**src/rtl/alu_8bit_pkg.sv**
```systemverilog
// Shared definitions for the 8-bit accumulator ALU: data width, opcodes and
// the registered result record.
package alu_8bit_pkg;

    localparam int DATA_W = 8;
    localparam int OP_W   = 3;

    typedef enum logic [OP_W-1:0] {
        OP_HLT = 3'b000,
        OP_SKZ = 3'b001,
        OP_ADD = 3'b010,
        OP_AND = 3'b011,
        OP_XOR = 3'b100,
        OP_LDA = 3'b101,
        OP_STO = 3'b110,
        OP_JMP = 3'b111
    } alu_op_e;

    // Result bits and zero flag live in one register so they can never disagree.
    typedef struct packed {
        logic              zero;
        logic [DATA_W-1:0] data;
    } alu_res_t;

    localparam alu_res_t RES_RST = '{zero: 1'b1, data: '0};

    function automatic logic is_zero(input logic [DATA_W-1:0] v);
        return ~|v;
    endfunction

endpackage

```
**src/rtl/alu_8bit_if.sv**
```systemverilog
// Operand/opcode/result bundle between the ALU and its driver.
interface alu_8bit_if;
    import alu_8bit_pkg::*;

    logic [DATA_W-1:0] inA;
    logic [DATA_W-1:0] inB;
    logic [OP_W-1:0]   alu_op;
    logic [DATA_W-1:0] alu_out;
    logic              SKZ_cmp;

    modport master (output inA, output inB, output alu_op,
                    input  alu_out, input SKZ_cmp);
    modport slave  (input  inA, input inB, input alu_op,
                    output alu_out, output SKZ_cmp);
endinterface

```
**src/rtl/alu_8bit_adder.sv**
```systemverilog
// Ripple-carry adder: a chain of full adders, one per bit.
module adder_8bit
    import alu_8bit_pkg::*;
(
    input  logic [DATA_W-1:0] a,
    input  logic [DATA_W-1:0] b,
    input  logic              cin,
    output logic [DATA_W-1:0] sum,
    output logic              cout
);
    logic [DATA_W:0] c;

    assign c[0] = cin;

    for (genvar i = 0; i < DATA_W; i++) begin : g_fa
        assign sum[i]  = a[i] ^ b[i] ^ c[i];
        assign c[i+1]  = (a[i] & b[i]) | (c[i] & (a[i] ^ b[i]));
    end

    assign cout = c[DATA_W];
endmodule

```
**src/rtl/alu_8bit.sv**
```systemverilog
// 8-bit accumulator ALU: combinational opcode mux into a single registered
// result + zero-flag stage, one cycle latency.
module alu_8bit
    import alu_8bit_pkg::*;
(
    input  logic      clk,
    input  logic      rst_n,
    alu_8bit_if.slave bus
);
    logic [DATA_W-1:0] add_sum;
    logic              unused_cout;
    alu_res_t          res_d;
    alu_res_t          res_q;
    logic [DATA_W-1:0] nxt;

    // Carry out is dropped: ADD wraps modulo 256 with no overflow flag.
    adder_8bit u_add (
        .a    (bus.inA),
        .b    (bus.inB),
        .cin  (1'b0),
        .sum  (add_sum),
        .cout (unused_cout)
    );

    always_comb begin
        nxt = bus.inA;
        unique case (alu_op_e'(bus.alu_op))
            OP_ADD:  nxt = add_sum;
            OP_AND:  nxt = bus.inA & bus.inB;
            OP_XOR:  nxt = bus.inA ^ bus.inB;
            OP_LDA:  nxt = bus.inB;
            default: nxt = bus.inA;
        endcase
        res_d      = '{zero: is_zero(nxt), data: nxt};
    end

    always_ff @(posedge clk) begin
        if (!rst_n) res_q <= RES_RST;
        else        res_q <= res_d;
    end

    assign bus.alu_out = res_q.data;
    assign bus.SKZ_cmp = res_q.zero;
endmodule

```
**src/flat_wrapper.sv**
```systemverilog
// flat-port wrapper written by rule: the top's interface ports become plain ports
module alu_8bit_flat import alu_8bit_pkg::*;
  (clk, rst_n, bus_inA, bus_inB, bus_alu_op, bus_alu_out, bus_SKZ_cmp);
  alu_8bit_if bus_i ();
  input  logic clk;
  input  logic rst_n;
  input wire logic [$bits(bus_i.inA)-1:0] bus_inA;
  input wire logic [$bits(bus_i.inB)-1:0] bus_inB;
  input wire logic [$bits(bus_i.alu_op)-1:0] bus_alu_op;
  output wire logic [$bits(bus_i.alu_out)-1:0] bus_alu_out;
  output wire logic [$bits(bus_i.SKZ_cmp)-1:0] bus_SKZ_cmp;
  assign bus_i.inA = bus_inA;
  assign bus_i.inB = bus_inB;
  assign bus_i.alu_op = bus_alu_op;
  assign bus_alu_out = bus_i.alu_out;
  assign bus_SKZ_cmp = bus_i.SKZ_cmp;
  alu_8bit u_core (.clk(clk), .rst_n(rst_n), .bus(bus_i));
endmodule
```
**config.mk**
```make
export PLATFORM = sky130hd
export DESIGN_NAME = alu_8bit_flat
export DESIGN_NICKNAME = d
export VERILOG_FILES = /design/src/rtl/alu_8bit_pkg.sv /design/src/rtl/alu_8bit_if.sv /design/src/rtl/alu_8bit_adder.sv /design/src/rtl/alu_8bit.sv /design/src/flat_wrapper.sv
export SDC_FILE = /design/constraint.sdc
export NUM_CORES = 1
export LEC_CHECK = 0
export CAP_MARGIN = 20
export CORE_MARGIN = 2
export CORE_UTILIZATION = 50
export CTS_CLUSTER_SIZE = 25
export DETAILED_ROUTE_END_ITERATION = 8
export GPL_TIMING_DRIVEN = 0
export PLACE_DENSITY = 0.95
export SKIP_CTS_REPAIR_TIMING = 1
export SLEW_MARGIN = 20
export SYNTH_ARGS = -nofsm -noshare
export SYNTH_HDL_FRONTEND = slang
export SYNTH_SLANG_ARGS = --single-unit
```
**constraint.sdc**
```tcl
create_clock -name clk -period 12.8 [get_ports clk]
set_clock_uncertainty 0.05 [all_clocks]
set_input_delay 2.56 -clock clk [delete_from_list [all_inputs] [get_ports clk]]
set_output_delay 2.56 -clock clk [all_outputs]
set_load 0.01 [all_outputs]
```
==> impl_metrics.py <==
metrics = {
    "pwr": {
        "peakVddDrop_uv": 45.5,
        "switching_power_w": 0.0000304,
        "seqPwrFrac_pct": 32.7,
        "power_frac_comb_pct": 44.7,
        "pwr-share-clk_pct": 22.6,
        "p_int_w": 0.0000648,
        "power_leakage_nw": 0.602,
        "finalPower_w": 0.0000952,
        "switching_share_pct": 32.0,
        "cellPowerDensity_mw_per_mm2": 71.6,
    },
    "drt": {
        "drt_pass1_iterations": 4,
        "vias": 925,
        "ant_nets": 0,
        "wirelength_um": 2330,
        "drtIter0Drc": 16,
        "drc": 0,
        "vias_per_cell": 5.38,
        "wire_per_inst_um": 13.5,
    },
    "placed_design": {
        "dp_hpwl_um": 1980,
        "placed_area_mm2": 0.00130,
        "portBuffers": 28,
        "place_congestion": 0.859,
    },
    "outcome": {
        "status": "finished clean",
    },
    "synth": {
        "synth.net_count": 148,
        "yosys.cell_types.count": 39,
        "yosys.area.top_type": "dfxtp_1",
        "netlist_area_um2": 990,
        "synth.avg_cell_area_um2": 8.76,
        "yosysSeqAreaShare_pct": 18.2,
        "post-synth-top-count-cell": "inv_1",
        "synth_top_area_share_pct": 18.2,
        "synth-seq-cells": 9,
        "ys_top_cells_by_area": "dfxtp_1 18%, fa_1 12%, mux2i_1 12%",
        "synthArstFlopShare_pct": 0,
        "yosysWarnings": 0,
        "synth_common_cells": "13 x inv_1, 12 x mux2i_1, 9 x dfxtp_1",
        "synth_edf_count": 0,
        "synth_flop_cell": "dfxtp_1",
        "synthCells": 113,
    },
    "clock_network": {
        "clock-sinks": 9,
        "h-tree-depth": 1,
        "path_clk_slew_ns": 0.06,
        "clockBufferDepth": 2,
        "cts_tree": "done",
        "root_buffer": "clkbuf_4",
        "cts_buffers": 3,
    },
    "critical_path": {
        "criticalPathCategory": "in -> reg",
        "slowest_delay_ns": 0.52,
        "critPathMostFrequentCell": "fa_1",
        "crit_path_end_kind": "flop",
        "critPathTopFamily": "adder cells",
        "worstPathMaxFanout": 3,
        "crit_path_start_kind": "primary input",
        "crit_chain": "clkdlybuf4s50_1 > ha_1 > inv_1 > fa_1 > fa_1 > fa_1 > fa_1 > inv_1 > fa_1 > fa_1 > nor2b_1 > a211o_1 > a31oi_1 > nand4_1 > o41ai_2",
        "cp_slowest_cell": "clkdlybuf4s50_1",
        "critPathBufInv": 3,
        "cp.arrival_ns": 6.67,
        "cp.required_ns": 12.92,
    },
    "floorplan": {
        "io_pins": 30,
        "design.core.area_mm2": 0.00192,
        "row_count": 16,
        "die_h_um": 48.5,
        "fp.dieArea_mm2": 0.00235,
        "fp.dieW_um": 48.5,
        "initial_utilization_pct": 51.5,
    },
    "worst_hold_path": {
        "holdPathEnd": "u_core.bus.SKZ_cmp",
        "hold_start": "rst_n",
        "min_path_cells": 2,
        "worstHoldPathType": "in -> reg",
    },
    "timing": {
        "rsz0062_at_grt": "no",
        "finalHoldViolations": 0,
        "layout_min_cycle_time_ns": 6.55,
        "worst_slew_pin_slew_ns": 0.475,
        "finalHoldWorstSlack_ns": 2.57,
        "period_share_pct": 51.2,
        "clock.fmax_ghz": 0.153,
        "drv_slew": 0,
        "setup_violations": 0,
        "slew_headroom_pct": 67.9,
        "tns_ns": 0,
    },
    "grt": {
        "grt_pass1_wl_um": 4070,
        "grt_overflow": 0,
        "antenna_found_initial": 0,
        "first_global_vias": 937,
        "grt_max_degree": 11,
        "track_usage_pct": 21.9,
    },
    "final_layout": {
        "drive_gt1_share_pct": 8.28,
        "num_antenna_cells": 0,
        "syn2layout_area_growth_pct": 34.4,
        "nets": 181,
        "final_area_mm2": 0.00133,
    },
    "flow_run": {
        "drv_cap": 0,
    },
}
## metrics by stage
step                utilization, %  worst slack, ns  cells
finish                        69.2             6.25    172
global route                  69.2             6.02    172
CTS                           69.2             6.27    172
detailed placement            67.8             6.03    168
global placement              67.8             6.08    168
floorplan                        -             6.93    113
## power groups by stage
stage	clock, W	combinational [W]	sequential [W]
3_5_place_dp	0	0.0000425	0.0000317
4_1_cts	0.0000217	0.0000426	0.0000311
6_report	0.0000215	0.0000426	0.0000311
5_1_grt	0.0000227	0.0000473	0.0000313
2_1_floorplan	0	0.0000232	0.0000329
3_3_place_gp	0	0.0000401	0.0000315
## kinds of logic (layout without fill, tap and decap cells)
kind of cell | count (synthesis) | in the layout | synth area share, %
simple gates | 30 | 30 | 15.7
compound gates | 26 | 26 | 20.9
buf+inv | 21 | 53 | 9.99
fa+ha+maj | 14 | 14 | 22.3
mux | 12 | 12 | 12.1
flops | 9 | 9 | 18.2
xor+xnor | 1 | 1 | 0.885
## registers in the layout (all words and copies together) (netlist names)
name,flops
u_core.bus.alu_out,8
u_core.bus.SKZ_cmp,1
## routing by layer
metal  track usage, %  share of wire, %  up-vias
li1                 -                 -      464
met1             24.8                38      420
met2             41.2                53       33
met3             2.47               5.8        8
met4             9.52               2.6        0
met5                0                 0        -
## final cells by class
type | instances | area [µm²]
Tap cell | 27 | 33.8
Clock buffer | 4 | 26.3
Fill cell | 142 | 592
Multi-Input combinational cell | 83 | 711
Inverter | 13 | 48.8
Sequential cell | 9 | 180
Timing Repair Buffer | 28 | 280
Buffer | 8 | 50.0
## placed cells by master (no fill, tap or decap), drive strengths merged, types with 2 or more instances in the layout
cell type / netlist / layout
nand2: 5 / 5
a211oi: 2 / 2
a31oi: 2 / 2
a21oi: 2 / 2
ha: 8 / 8
clkdlybuf4s50: 0 / 28
clkbuf: 1 / 5
nor2b: 6 / 6
o21a: 2 / 2
o21ai: 4 / 4
fa: 6 / 6
nor2: 8 / 8
dfxtp: 9 / 9
o311a: 2 / 2
a22oi: 2 / 2
and2: 2 / 2
buf: 7 / 7
mux2i: 12 / 12
nand2b: 4 / 4
inv: 13 / 13
## worst max-delay path by stage
stage | startpoint | cells past startpoint | end | slack [ns]
3_3_place_gp | bus_inA[0] | 15 | u_core.bus.SKZ_cmp | 6.08
5_1_grt | bus_inA[0] | 15 | u_core.bus.SKZ_cmp | 6.02
3_5_place_dp | bus_inA[0] | 15 | u_core.bus.SKZ_cmp | 6.03
6_report | bus_inA[0] | 15 | u_core.bus.SKZ_cmp | 6.25
4_1_cts | bus_inA[0] | 15 | u_core.bus.SKZ_cmp | 6.27
2_1_floorplan | bus_inB[0] | 14 | u_core.bus.SKZ_cmp | 6.93
Power figures use the tool's default switching activity.
